===== src/rtl/lsu_pkg.sv =====
// Shared types and encodings for the load/store bus bridge.
package lsu_pkg;

  typedef enum logic [2:0] {
    S_IDLE   = 3'd0,
    S_REQ    = 3'd1,
    S_WAIT_R = 3'd2,
    S_DONE   = 3'd3,
    S_ERR    = 3'd4
  } state_e;

  localparam logic [2:0] F3_B  = 3'b000;
  localparam logic [2:0] F3_H  = 3'b001;
  localparam logic [2:0] F3_W  = 3'b010;
  localparam logic [2:0] F3_BU = 3'b100;
  localparam logic [2:0] F3_HU = 3'b101;

  localparam logic [1:0] ERR_NONE    = 2'b00;
  localparam logic [1:0] ERR_MISAL   = 2'b01;
  localparam logic [1:0] ERR_TIMEOUT = 2'b10;

endpackage


===== src/rtl/lsu_lane_fmt.sv =====
// Byte-lane formatting: byte enables, store replication, load extraction and
// extension, and the alignment/legal-funct3 check.
module lsu_lane_fmt
  import lsu_pkg::*;
(
  input  logic        we,
  input  logic [2:0]  funct3,
  input  logic [1:0]  addr_lo,
  input  logic [31:0] wdata,
  input  logic [31:0] rdata,
  output logic [3:0]  be,
  output logic [31:0] wdata_rep,
  output logic [31:0] rdata_ext,
  output logic        misal
);

  logic [7:0]  byte_lane;
  logic [15:0] half_lane;

  assign byte_lane = rdata[{addr_lo, 3'b000} +: 8];
  assign half_lane = addr_lo[1] ? rdata[31:16] : rdata[15:0];

  always_comb begin
    be        = '0;
    wdata_rep = wdata;
    rdata_ext = rdata;
    misal     = 1'b0;
    case (funct3)
      F3_B: begin
        be        = 4'b0001 << addr_lo;
        wdata_rep = {4{wdata[7:0]}};
        rdata_ext = {{24{byte_lane[7]}}, byte_lane};
      end
      F3_BU: begin
        be        = 4'b0001 << addr_lo;
        wdata_rep = {4{wdata[7:0]}};
        rdata_ext = {24'h0, byte_lane};
      end
      F3_H: begin
        be        = 4'b0011 << {addr_lo[1], 1'b0};
        wdata_rep = {2{wdata[15:0]}};
        rdata_ext = {{16{half_lane[15]}}, half_lane};
        misal     = addr_lo[0];
      end
      F3_HU: begin
        be        = 4'b0011 << {addr_lo[1], 1'b0};
        wdata_rep = {2{wdata[15:0]}};
        rdata_ext = {16'h0, half_lane};
        misal     = addr_lo[0];
      end
      F3_W: begin
        be    = 4'b1111;
        misal = |addr_lo;
      end
      default: misal = 1'b1;
    endcase
    // Unsigned variants exist only for loads.
    if (we && funct3[2]) misal = 1'b1;
  end

endmodule


===== src/rtl/lsu_bus_bridge.sv =====
// Load/store bridge from the single-cycle core data port to a valid/ready
// request, rvalid response memory bus, with stall, error and timeout handling.
module lsu_bus_bridge
  import lsu_pkg::*;
#(
  parameter int ADDR_W  = 32,
  parameter int TIMEOUT = 255,
  parameter int TO_W    = 8
) (
  input  logic              clk,
  input  logic              rst,
  input  logic              core_req,
  input  logic              core_we,
  input  logic [2:0]        core_funct3,
  input  logic [ADDR_W-1:0] core_addr,
  input  logic [31:0]       core_wdata,
  output logic              core_stall,
  output logic              core_done,
  output logic [31:0]       core_rdata,
  output logic [1:0]        core_err,
  output logic              bus_valid,
  input  logic              bus_ready,
  output logic              bus_we,
  output logic [ADDR_W-1:0] bus_addr,
  output logic [3:0]        bus_be,
  output logic [31:0]       bus_wdata,
  input  logic              bus_rvalid,
  input  logic [31:0]       bus_rdata
);

  localparam logic [TO_W-1:0] TO_LAST = TO_W'((TIMEOUT == 0) ? 0 : TIMEOUT - 1);

  state_e            state;
  logic              we_q;
  logic [2:0]        f3_q;
  logic [ADDR_W-1:0] addr_q;
  logic [31:0]       wdata_q;
  logic [31:0]       rdata_q;
  logic [1:0]        err_q;
  logic [TO_W-1:0]   to_cnt;

  logic              in_idle, in_req, in_wait, timed_out;
  logic              fmt_we, fmt_misal;
  logic [2:0]        fmt_f3;
  logic [1:0]        fmt_lo;
  logic [3:0]        fmt_be;
  logic [31:0]       fmt_wdata, fmt_rdata;

  assign in_idle = (state == S_IDLE);
  assign in_req  = (state == S_REQ);
  assign in_wait = (state == S_WAIT_R);

  // One formatter serves both the IDLE alignment check (live core inputs)
  // and the REQ/WAIT_R payload and load path (latched access).
  assign fmt_we = in_idle ? core_we          : we_q;
  assign fmt_f3 = in_idle ? core_funct3      : f3_q;
  assign fmt_lo = in_idle ? core_addr[1:0]   : addr_q[1:0];

  lsu_lane_fmt u_fmt (
    .we        (fmt_we),
    .funct3    (fmt_f3),
    .addr_lo   (fmt_lo),
    .wdata     (wdata_q),
    .rdata     (bus_rdata),
    .be        (fmt_be),
    .wdata_rep (fmt_wdata),
    .rdata_ext (fmt_rdata),
    .misal     (fmt_misal)
  );

  assign timed_out = (TIMEOUT != 0) && (in_req || in_wait) && (to_cnt == TO_LAST);

  always_ff @(posedge clk or negedge rst) begin
    if (!rst) begin
      state   <= S_IDLE;
      we_q    <= 1'b0;
      f3_q    <= '0;
      addr_q  <= '0;
      wdata_q <= '0;
      rdata_q <= '0;
      err_q   <= ERR_NONE;
      to_cnt  <= '0;
    end else begin
      case (state)
        S_IDLE: begin
          if (core_req) begin
            we_q    <= core_we;
            f3_q    <= core_funct3;
            addr_q  <= core_addr;
            wdata_q <= core_wdata;
            to_cnt  <= '0;
            if (fmt_misal) begin
              err_q <= ERR_MISAL;
              state <= S_ERR;
            end else begin
              state <= S_REQ;
            end
          end
        end
        S_REQ: begin
          to_cnt <= to_cnt + TO_W'(1);
          if (timed_out) begin
            err_q <= ERR_TIMEOUT;
            state <= S_ERR;
          end else if (bus_ready) begin
            state <= we_q ? S_DONE : S_WAIT_R;
          end
        end
        S_WAIT_R: begin
          to_cnt <= to_cnt + TO_W'(1);
          if (timed_out) begin
            err_q <= ERR_TIMEOUT;
            state <= S_ERR;
          end else if (bus_rvalid) begin
            rdata_q <= fmt_rdata;
            state   <= S_DONE;
          end
        end
        S_DONE:  state <= S_IDLE;
        S_ERR:   state <= S_IDLE;
        default: state <= S_IDLE;
      endcase
    end
  end

  assign core_stall = core_req && (in_idle || in_req || in_wait);
  assign core_done  = (state == S_DONE) || (state == S_ERR);
  assign core_err   = (state == S_ERR) ? err_q : ERR_NONE;
  assign core_rdata = rdata_q;

  assign bus_valid = in_req;
  assign bus_we    = in_req && we_q;
  assign bus_addr  = in_req ? {addr_q[ADDR_W-1:2], 2'b00} : '0;
  assign bus_be    = in_req ? fmt_be    : '0;
  assign bus_wdata = in_req ? fmt_wdata : '0;

endmodule


===== config.mk =====
export PLATFORM = sky130hd
export DESIGN_NAME = lsu_bus_bridge
export DESIGN_NICKNAME = d
export VERILOG_FILES = /design/src/rtl/lsu_pkg.sv /design/src/rtl/lsu_lane_fmt.sv /design/src/rtl/lsu_bus_bridge.sv
export SDC_FILE = /design/constraint.sdc
export NUM_CORES = 1
export LEC_CHECK = 0
export CAP_MARGIN = 20
export CORE_UTILIZATION = 40
export CTS_BUF_LIST = sky130_fd_sc_hd__clkbuf_4
export DETAILED_ROUTE_END_ITERATION = 10
export HOLD_SLACK_MARGIN = 0.1
export PLACE_DENSITY = 0.72
export SLEW_MARGIN = 20
export SYNTH_ARGS = -nofsm -noshare
export SYNTH_HDL_FRONTEND = slang
export SYNTH_HIERARCHICAL = 1
export SYNTH_SLANG_ARGS = --single-unit

===== constraint.sdc =====
create_clock -name clk -period 3.21 [get_ports clk]
set_clock_uncertainty 0.2 [all_clocks]
set_input_delay 0.642 -clock clk [delete_from_list [all_inputs] [get_ports clk]]
set_output_delay 0.642 -clock clk [all_outputs]
set_load 0.02 [all_outputs]

Word level (Yosys, flattened, before mapping):

Cells that the tools add are included.

* flip-flop bits (word level): 113
* bits of input ports: 105
* output and inout bits: 106
* word-level logic and storage cells: 74

* $add $sub $neg: 1
* eq/ne operators: 14
* shifts and indexed selects: 3
* mux-type cells: 27
* bitwise gates (word level): 1
* reduce and logical (&&, ||, !) cells: 20

Operator list (count)
* $pmux 32 s4: 1
* $mux 32: 2
* $pmux 32 s2: 1
* $shiftx 32x6->8: 1
* $mux 3: 7
* $mux 16: 1
* $pmux 8 s2: 1
* $pmux 4 s3: 1
* $mux 2: 5
* $eq 3x2->1 const B: 3
* $eq 3x3->1 const B: 3
* $pmux 3 s3: 1
* $add 8x1->8 const B: 1
* $eq 8x8->1 const B: 1
* $mux 8: 1
* $reduce_or 2->1: 4
* $eq 3x1->1 const B: 2
* $logic_not 3->1: 2
* $ne 3x2->1 const B: 2
* $reduce_and 3->1: 2
* $logic_and 1x1->1: 4
* $logic_or 1x1->1: 4
* $mux 4: 1
* $ne 2x1->1 const B: 2
* 10 further kinds: 13

Logic depth before layout (Yosys ltp):

Gate-level depths: netlist (run 1).

* depth in word-level cells: 9
* gate-level depth with buffers: 13
* mapped depth without buffers: 8

Modules after synthesis:

The synthesis (run 1) kept the hierarchy.

Modules (own cells, without submodules)
* lsu_bus_bridge: instances 1, cells each 536, area an instance 5128.7 µm², sequential area each 2827.7 µm²
* lsu_lane_fmt: instances 1, cells each 185, area an instance 1153.6 µm², sequential area each 0.0 µm²

Worst setup path before layout (run 1):

OpenSTA, ideal clock, no wires.

* path type: reg-to-output
* start point: register state[0]
* end point: output bus_wdata[10]
* arrival: 2092 ps
* data required time: 2368 ps
* slack: 276 ps
* cell stages (with the launch flop): 10
* buffers on the path: 3
* cells stage by stage: dfrtp_1 > buf_2 > or3_1 > buf_4 > nand2_1 > nand2_1 > buf_6 > nor2_2 > mux2_2 > and2_1

* longest elaborated chain between the ends: 6
* elaborated cells on any way between the ends: 11
* those cells by class: eq/ne (4); mux (3); reduce/logical (4)

Ends and longest elaborated chain
* start: declaration: RTL line lsu_bus_bridge.sv:33 `state_e state;`
* start signal: assignment: RTL line lsu_bus_bridge.sv:106 `state <= we_q ? S_DONE : S_WAIT_R;`
* $logic_not 3->1 *: RTL line lsu_bus_bridge.sv:49 `assign in_idle = (state == S_IDLE);`
* $mux 3 *: RTL line lsu_bus_bridge.sv:56 `assign fmt_f3 = in_idle ? core_funct3 : f3_q;`
* via fmt_f3[0]: RTL line lsu_bus_bridge.sv:44 `logic [2:0] fmt_f3;`
* $eq 3x1->1, or another cell as far along: RTL line lsu_lane_fmt.sv:28 `case (funct3)`
* $reduce_or 2->1 (no source line)
* $pmux 32 s2 *: RTL line lsu_lane_fmt.sv:28
* via fmt_wdata[10]: RTL line lsu_bus_bridge.sv:47 `logic [31:0] fmt_wdata, fmt_rdata;`
* $mux 32 *: RTL line lsu_bus_bridge.sv:135 `assign bus_wdata = in_req ? fmt_wdata : '0;`
* end: declaration: RTL line lsu_bus_bridge.sv:26 `output logic [31:0] bus_wdata,`

Mark *: on every way through the listed nets, which the timed path passes. The rest lies on a longest branch.

Final worst setup path (run 1):

* start point: register state[0]
* end point: output bus_wdata[15]

Same word-level chain as after synthesis.

==> impl_metrics.csv, run 1 <==
group,metric,value,unit
floorplan,io_pins,211,
synthesis,yosysSeqAreaShare,45.0,%
sta,min_period_over_period,101,%
route,drtAntennaViolNets,0,
clocking,cts-root-buf,"clkbuf_4",
setup_path,required,2.37,ns
setup_path,critPathMaxFanout,8,
status,failed_checks,"setup timing",
power_and_ir_drop,power_frac_clock,11.9,%
route,wl_per_cell,15.5,µm
place,gp_congestion,0.804,
global_routing,grt_pass1_vias,5479,
route,via_per_inst,4.89,
floorplan,initial_core_util,41.2,%
clocking,clkLatencyLatePin,0.53,ns
floorplan,dieWidth,127,µm
sta,hold_viol,0,
setup_path,worst-setup-path-type,"reg -> out",
cells_and_area,layout.nets,1043,
synthesis,ys_types,55,
setup_path,slowest_delay,0.46,ns
route,dr.pass1.iters,7,
sta,timing.hold.ws,0.276,ns
synthesis,yosys_warnings,6,
global_routing,grt_use_total,22.6,%
clocking,cts.sinks,113,
power_and_ir_drop,p_int,5310,µW
cells_and_area,num_antenna_cells,0,
sta,worst_pin_slew,0.610,ns
place,port_buffers,208,
floorplan,core_area,0.0153,mm²
setup_path,arrival,2.40,ns
flow_run,max_cap_violations,0,
clocking,cts_max_level,4,
clocking,numCtsBuffers,17,
power_and_ir_drop,power_switching,3910,µW
route,drt_iter0_drc,397,
synthesis,async_flop_share,100,%
synthesis,ys_ff_latch,113,
route,vias,5669,
setup_path,critPathCaptureType,"primary output",
power_and_ir_drop,finalPower,9230,µW
place,hpwl,12.1,mm
synthesis,synth_enable_flop_cells,0,
synthesis,synth-main-ff-cell,"dfrtp_1",
synthesis,syn-cell-area,0.00628,mm²
floorplan,rows,45,
setup_path,cp_common_cell,"nand2_4",
synthesis,syn_avg_cell_area,8.71,µm²
power_and_ir_drop,pwr-share-comb,61.2,%
power_and_ir_drop,ir_drop,0.464,mV
clocking,clock_path_buffers,2,
power_and_ir_drop,p_leak,0.00461,µW
sta,fmax,308,MHz
global_routing,grt_pass1_wl,28.5,mm
clocking,cts_tree,"done",
sta,worst_slack,-0.0369,ns
clocking,clk_pin_slew,0.10,ns
global_routing,antenna_found_initial,0,
setup_path,cp_cell_sequence,"or3_4, nand2_4, nand2_4, nor2_4, buf_12, mux2_4, and2_4, buf_6",
floorplan,die_h,127,µm
setup_path,start_kind,"register",
sta,setup-violations-final,15,
global_routing,grt_max_degree,69,
sta,rsz0062_at_grt,"true",
place,place_ws,-0.181,ns
floorplan,dieArea,0.0162,mm²
cells_and_area,num-fill-cells,1348,
sta,fin_crit,3.25,ns
setup_path,slowest_stage,"or3_4",
power_and_ir_drop,switching_share,42.4,%
route,totalWireLength,18.0,mm
cells_and_area,drive_above_1_share,21.1,%
synthesis,syn_inst,721,
sta,slew_headroom,59.2,%
route,drt_drc_violations_left,0,
status,status,"finished, violations left",
power_and_ir_drop,powerDensity,992,mW/mm²
worst_hold_path,hold_path.class,"reg -> reg",
power_and_ir_drop,p_seq_share,26.8,%
cells_and_area,area_delta_synth_final,48.0,%
global_routing,overflow,0,
sta,maxSlewViolCount,0,
==> cell usage after synthesis (all sizes together), types with 2 or more instances <==
cell	n	area (µm²)
a211o	3	26.3
a21o	2	15.0
a21oi	16	80.1
a2bb2oi	9	78.8
and2	68	425
and2b	2	15.0
and3	2	12.5
and4	2	20.0
buf	39	293
clkbuf	14	55.1
dfrtp	113	2830
ha	2	25.0
inv	6	22.5
mux2	48	541
mux2i	12	120
nand2	283	1060
nand2b	5	31.3
nand3	7	47.6
nor2	22	114
nor2b	8	50.1
nor3	4	25.0
nor3b	2	20.0
o21ai	21	105
o221ai	4	35.0
o22a	5	45.0
o22ai	3	18.8
o31ai	2	15.0
or3	2	12.5
xnor2	2	17.5
==> power by group through the flow <==
stage	clock (µW)	sequential, µW	combinational, µW
after floorplan	0	2590	2990
after global placement	0	2460	4870
after detailed placement	0	2460	4920
after CTS	1140	2450	5230
after global routing	1200	2560	6120
final	1100	2480	5650
==> registers in the layout (all words and copies together), names as in the netlist <==
signal      count
err_q           2
state           3
wdata_q        32
core_rdata     32
addr_q         32
f3_q            3
to_cnt          8
we_q            1
==> cell type report <==
type	count	area, µm²	share of cell area (%)
repair buffers	248	2540	27.3
inverters	6	25.0	0.269
clock buffers	19	143	1.53
multi-input cells	550	3360	36.1
flip-flops and latches	113	2830	30.4
clock inverters	13	144	1.55
well taps	211	264	2.84
==> per-stage QoR <==
step / instances / cell area [µm²] / util [%] / TNS, ns
finish: 1160 / 9300 / 60.9 / -0.277
global route: 1160 / 9300 / 60.9 / -2.72
CTS: 1159 / 9000 / 59.0 / -1.31
detailed placement: 1116 / 8590 / 56.3 / -3.77
global placement: 1116 / 8590 / 56.3 / -2.97
floorplan: 722 / 6290 / - / 0
==> cell usage in the layout, fill, tap and decap left out, drive strengths merged, types with 3 or more instances in the layout <==
cell,instances
nand2,283
clkdlybuf4s50,139
dfrtp,113
and2,68
buf,68
mux2,48
dlygate4sd2,39
nor2,22
o21ai,21
clkbuf,19
a21oi,16
mux2i,12
a2bb2oi,9
nor2b,8
clkinv,8
nand3,7
inv,6
nand2b,5
o22a,5
o221ai,4
nor3,4
o22ai,3
bufinv,3
a211o,3
==> metal layers <==
layer | part of all wire [%] | wire length [µm] | vias to the layer above | GRT usage, %
li1 | - | - | 2775 | -
met1 | 45 | 8170 | 2716 | 29.9
met2 | 47 | 8520 | 161 | 36.1
met3 | 6.0 | 1080 | 17 | 6.41
met4 | 1.2 | 219 | 0 | 6.58
met5 | 0 | 0 | - | 0
==> logic make-up after synthesis <==
group                      after synthesis  share of synthesized area, %
and+or+nand+nor                        410                          29.6
adders and majority gates                2                         0.398
buffers and inverters                   59                          5.90
DFF                                    113                          45.0
muxes                                   60                          10.5
AOI/OAI and AO/OA                       74                          8.29
xor gates and xnor gates                 2                         0.279
other                                    1                        0.0597
==> worst max-delay path, delay by kind of cell (launching register included) <==
family,cells,cell delay (ns)
buffers and inverters,2,0.27
DFF,1,0.41
muxes,1,0.31
and+or+nand+nor,5,0.88
==> worst paths after layout <==
kind	slack [ns]	to	start	cells past startpoint
worst max-delay path	-0.04	bus_wdata[15]	state[0]	8
worst min-delay path	0.28	addr_q[21]	addr_q[21]	2
worst max register to register	0.18	core_rdata[11]	state[0]	13
worst min register to register	0.28	addr_q[21]	addr_q[21]	2
max in group asynchronous	1.72	to_cnt[1]	rst	3
min in group asynchronous	0.42	core_rdata[27]	rst	2
==> timing repair <==
item | in CTS | in global routing
cloned | 1 | 0
hold buffers | 1 | 0
buffers inserted | 9 | 3
endpoints found under the hold margin | 36 | 0
endpoints found under the setup margin | 68 | 31
pin swaps | 8 | 15
gates resized for setup | 212 | 94
Power figures use the tool's default switching activity.
==> run 2: changes to the inputs <==
--- a/config.mk
+++ b/config.mk
@@ -5,7 +5,6 @@
 export SDC_FILE = /design/constraint.sdc
 export NUM_CORES = 1
 export LEC_CHECK = 0
-export CAP_MARGIN = 20
 export CORE_UTILIZATION = 40
 export CTS_BUF_LIST = sky130_fd_sc_hd__clkbuf_4
 export DETAILED_ROUTE_END_ITERATION = 10
==> results of run 2 <==
Same layout as run 1: the final DEF is identical, and so are final timing and power.
==> run 3: changes to the inputs <==
--- a/config.mk
+++ b/config.mk
@@ -10,6 +10,7 @@
 export DETAILED_ROUTE_END_ITERATION = 10
 export HOLD_SLACK_MARGIN = 0.1
 export PLACE_DENSITY = 0.72
+export REMOVE_ABC_BUFFERS = 1
 export SLEW_MARGIN = 20
 export SYNTH_ARGS = -nofsm -noshare
 export SYNTH_HDL_FRONTEND = slang
==> run 3 against run 2 <==
Effect of this change: the flow still finishes with violations (setup timing); wire length rose by 1.6%; clock power shrank 12%; sequential power hardly changed; via count grew 1.6%; first-iteration DRC count decreased by 28%; setup slack worse by 0.0036 ns; critical path depth rose by 2; register-to-register slack better by 0.07 ns; combinational power barely moved; maximum frequency down 0.11%; largest cell class unchanged.
==> impl_metrics.csv, run 3 (synthesis results as in run 1) <==
group,metric,value,unit
setup_path,worst-setup-path-type,"reg -> out",
clocking,clk_pin_slew,0.10,ns
global_routing,grt_max_degree,69,
sta,maxSlewViolCount,0,
setup_path,start_kind,"register",
floorplan,io_pins,211,
cells_and_area,layout.nets,1055,
clocking,cts.sinks,113,
route,totalWireLength,18.3,mm
place,hpwl,12.4,mm
clocking,numCtsBuffers,17,
route,drt_iter0_drc,285,
global_routing,overflow,0,
place,gp_congestion,0.862,
global_routing,grt_use_total,23.0,%
setup_path,required,2.37,ns
sta,worst_slack,-0.0405,ns
floorplan,core_area,0.0153,mm²
cells_and_area,area_delta_synth_final,47.0,%
power_and_ir_drop,power_switching,3840,µW
worst_hold_path,hold_path.class,"reg -> reg",
clocking,clock_path_buffers,2,
route,drtAntennaViolNets,0,
route,drt_drc_violations_left,0,
setup_path,arrival,2.41,ns
clocking,cts-root-buf,"clkbuf_4",
status,failed_checks,"setup timing",
floorplan,die_h,127,µm
global_routing,grt.busiest_layer,"met2",
clocking,cts_max_level,4,
route,via_per_inst,4.92,
global_routing,use_met3,8.46,%
sta,timing.hold.ws,0.270,ns
cells_and_area,final_common_cell,"nand2_1",
power_and_ir_drop,switching_share,42.4,%
status,status,"finished, violations left",
floorplan,dieWidth,127,µm
floorplan,rows,45,
global_routing,antenna_found_initial,1,
sta,rsz0062_at_grt,"true",
sta,fmax,308,MHz
power_and_ir_drop,p_leak,0.00461,µW
power_and_ir_drop,p_seq_share,27.1,%
route,dr.pass1.iters,5,
cells_and_area,register_area,0.00283,mm²
cells_and_area,final_cell_mix,"nand2_1 (272), clkdlybuf4s50_1 (138), dfrtp_1 (113)",
power_and_ir_drop,pwr-share-comb,62.3,%
route,wl_per_cell,15.6,µm
cells_and_area,num-fill-cells,1310,
power_and_ir_drop,p_int,5220,µW
cells_and_area,drive_above_1_share,22.0,%
floorplan,initial_core_util,41.2,%
flow_run,max_cap_violations,0,
place,port_buffers,208,
cells_and_area,multi_input_area,0.00333,mm²
power_and_ir_drop,ir_drop,0.356,mV
clocking,clkLatencyLatePin,0.52,ns
power_and_ir_drop,powerDensity,981,mW/mm²
sta,finalSetupTns,-0.178,ns
sta,hold_viol,0,
global_routing,use_met2,36.0,%
route,vias,5760,
setup_path,critPathCaptureType,"primary output",
sta,fin_crit,3.25,ns
sta,setup-violations-final,6,
sta,worst_pin_slew,0.712,ns
sta,slew_headroom,52.5,%
floorplan,dieArea,0.0162,mm²
global_routing,grt_pass1_wl,28.8,mm
power_and_ir_drop,power_frac_clock,10.6,%
global_routing,met1_usage,29.6,%
global_routing,grt_pass1_vias,5496,
clocking,cts_tree,"done",
sta,min_period_over_period,101,%
setup_path,critPathMaxFanout,8,
-- run 3: changes by cell type in the layout (fill, tap and decap cells not counted), moves of 3 or more --
cell,before,now
buf_2,0,10
o21ai_1,9,1
nand2_1,269,272
buf_12,9,3
nand2_4,10,6
dlygate4sd2_1,39,32
buf_4,22,35
o21ai_0,10,18
-- run 3: through the flow --
step	utilization, %	cell area, µm²	setup WS, ns	cells	power [µW]
floorplan	-	5940	-0.800	669	5290
CTS	58.6	8940	-0.224	1166	8630
global route	60.5	9240	-0.173	1170	9740
detailed placement	56.5	8610	-0.242	1126	7420
global placement	56.5	8610	-0.236	1126	7350
finish	60.5	9240	-0.0405	1170	9060
-- run 3: what timing repair did --
item	in CTS	in global routing
cloned	2	1
resized for setup	215	84
hold buffers	1	0
setup endpoints to repair	68	44
endpoints found under the hold margin	48	0
setup buffers	8	3
pin swaps	2	10
-- run 3: layer usage --
layer / share of wire, % / vias to the layer above
met2: 46 / 217
met4: 1.6 / 0
met3: 8.7 / 23
met5: 0 / -
met1: 44 / 2717
li1: - / 2803
-- run 3: area by class of cell --
cell class,instances,area share [%]
sequential,113,30.6
tap,211,2.86
multi-input combinational,550,36.0
clock inverter,11,1.07
antenna,1,0.0271
clock buffer,18,1.46
inverter,6,0.271
timing repair buffer,260,27.7
-- run 3: path summary, 6_finish.rpt --
kind	slack, ns	cells after the start	end	from
max	-0.04	10	bus_wdata[20]	state[2]
min in group asynchronous	0.52	2	err_q[0]	rst
max in group asynchronous	1.46	3	wdata_q[31]	rst
max reg2reg	0.25	13	core_rdata[13]	state[2]
min reg2reg	0.27	2	addr_q[5]	addr_q[5]
min	0.27	2	addr_q[5]	addr_q[5]
-- run 3: power by group through the flow --
stage	Combinational, µW	Sequential [µW]	Clock (µW)
global placement	4900	2450	0
finish	5640	2460	963
CTS	5190	2440	999
floorplan	2680	2600	0
detailed placement	4960	2460	0
global route	6140	2540	1070
-- run 3: critical path: stages, from the launching register on --
cell and delay (ns):
dfrtp_1 0.41, buf_6 0.13, nor3_4 0.23, buf_6 0.14, nand2_4 0.06, nand2_8 0.11, buf_12 0.14, buf_6 0.10
mux2_4 0.29, and2_4 0.14, buf_6 0.12
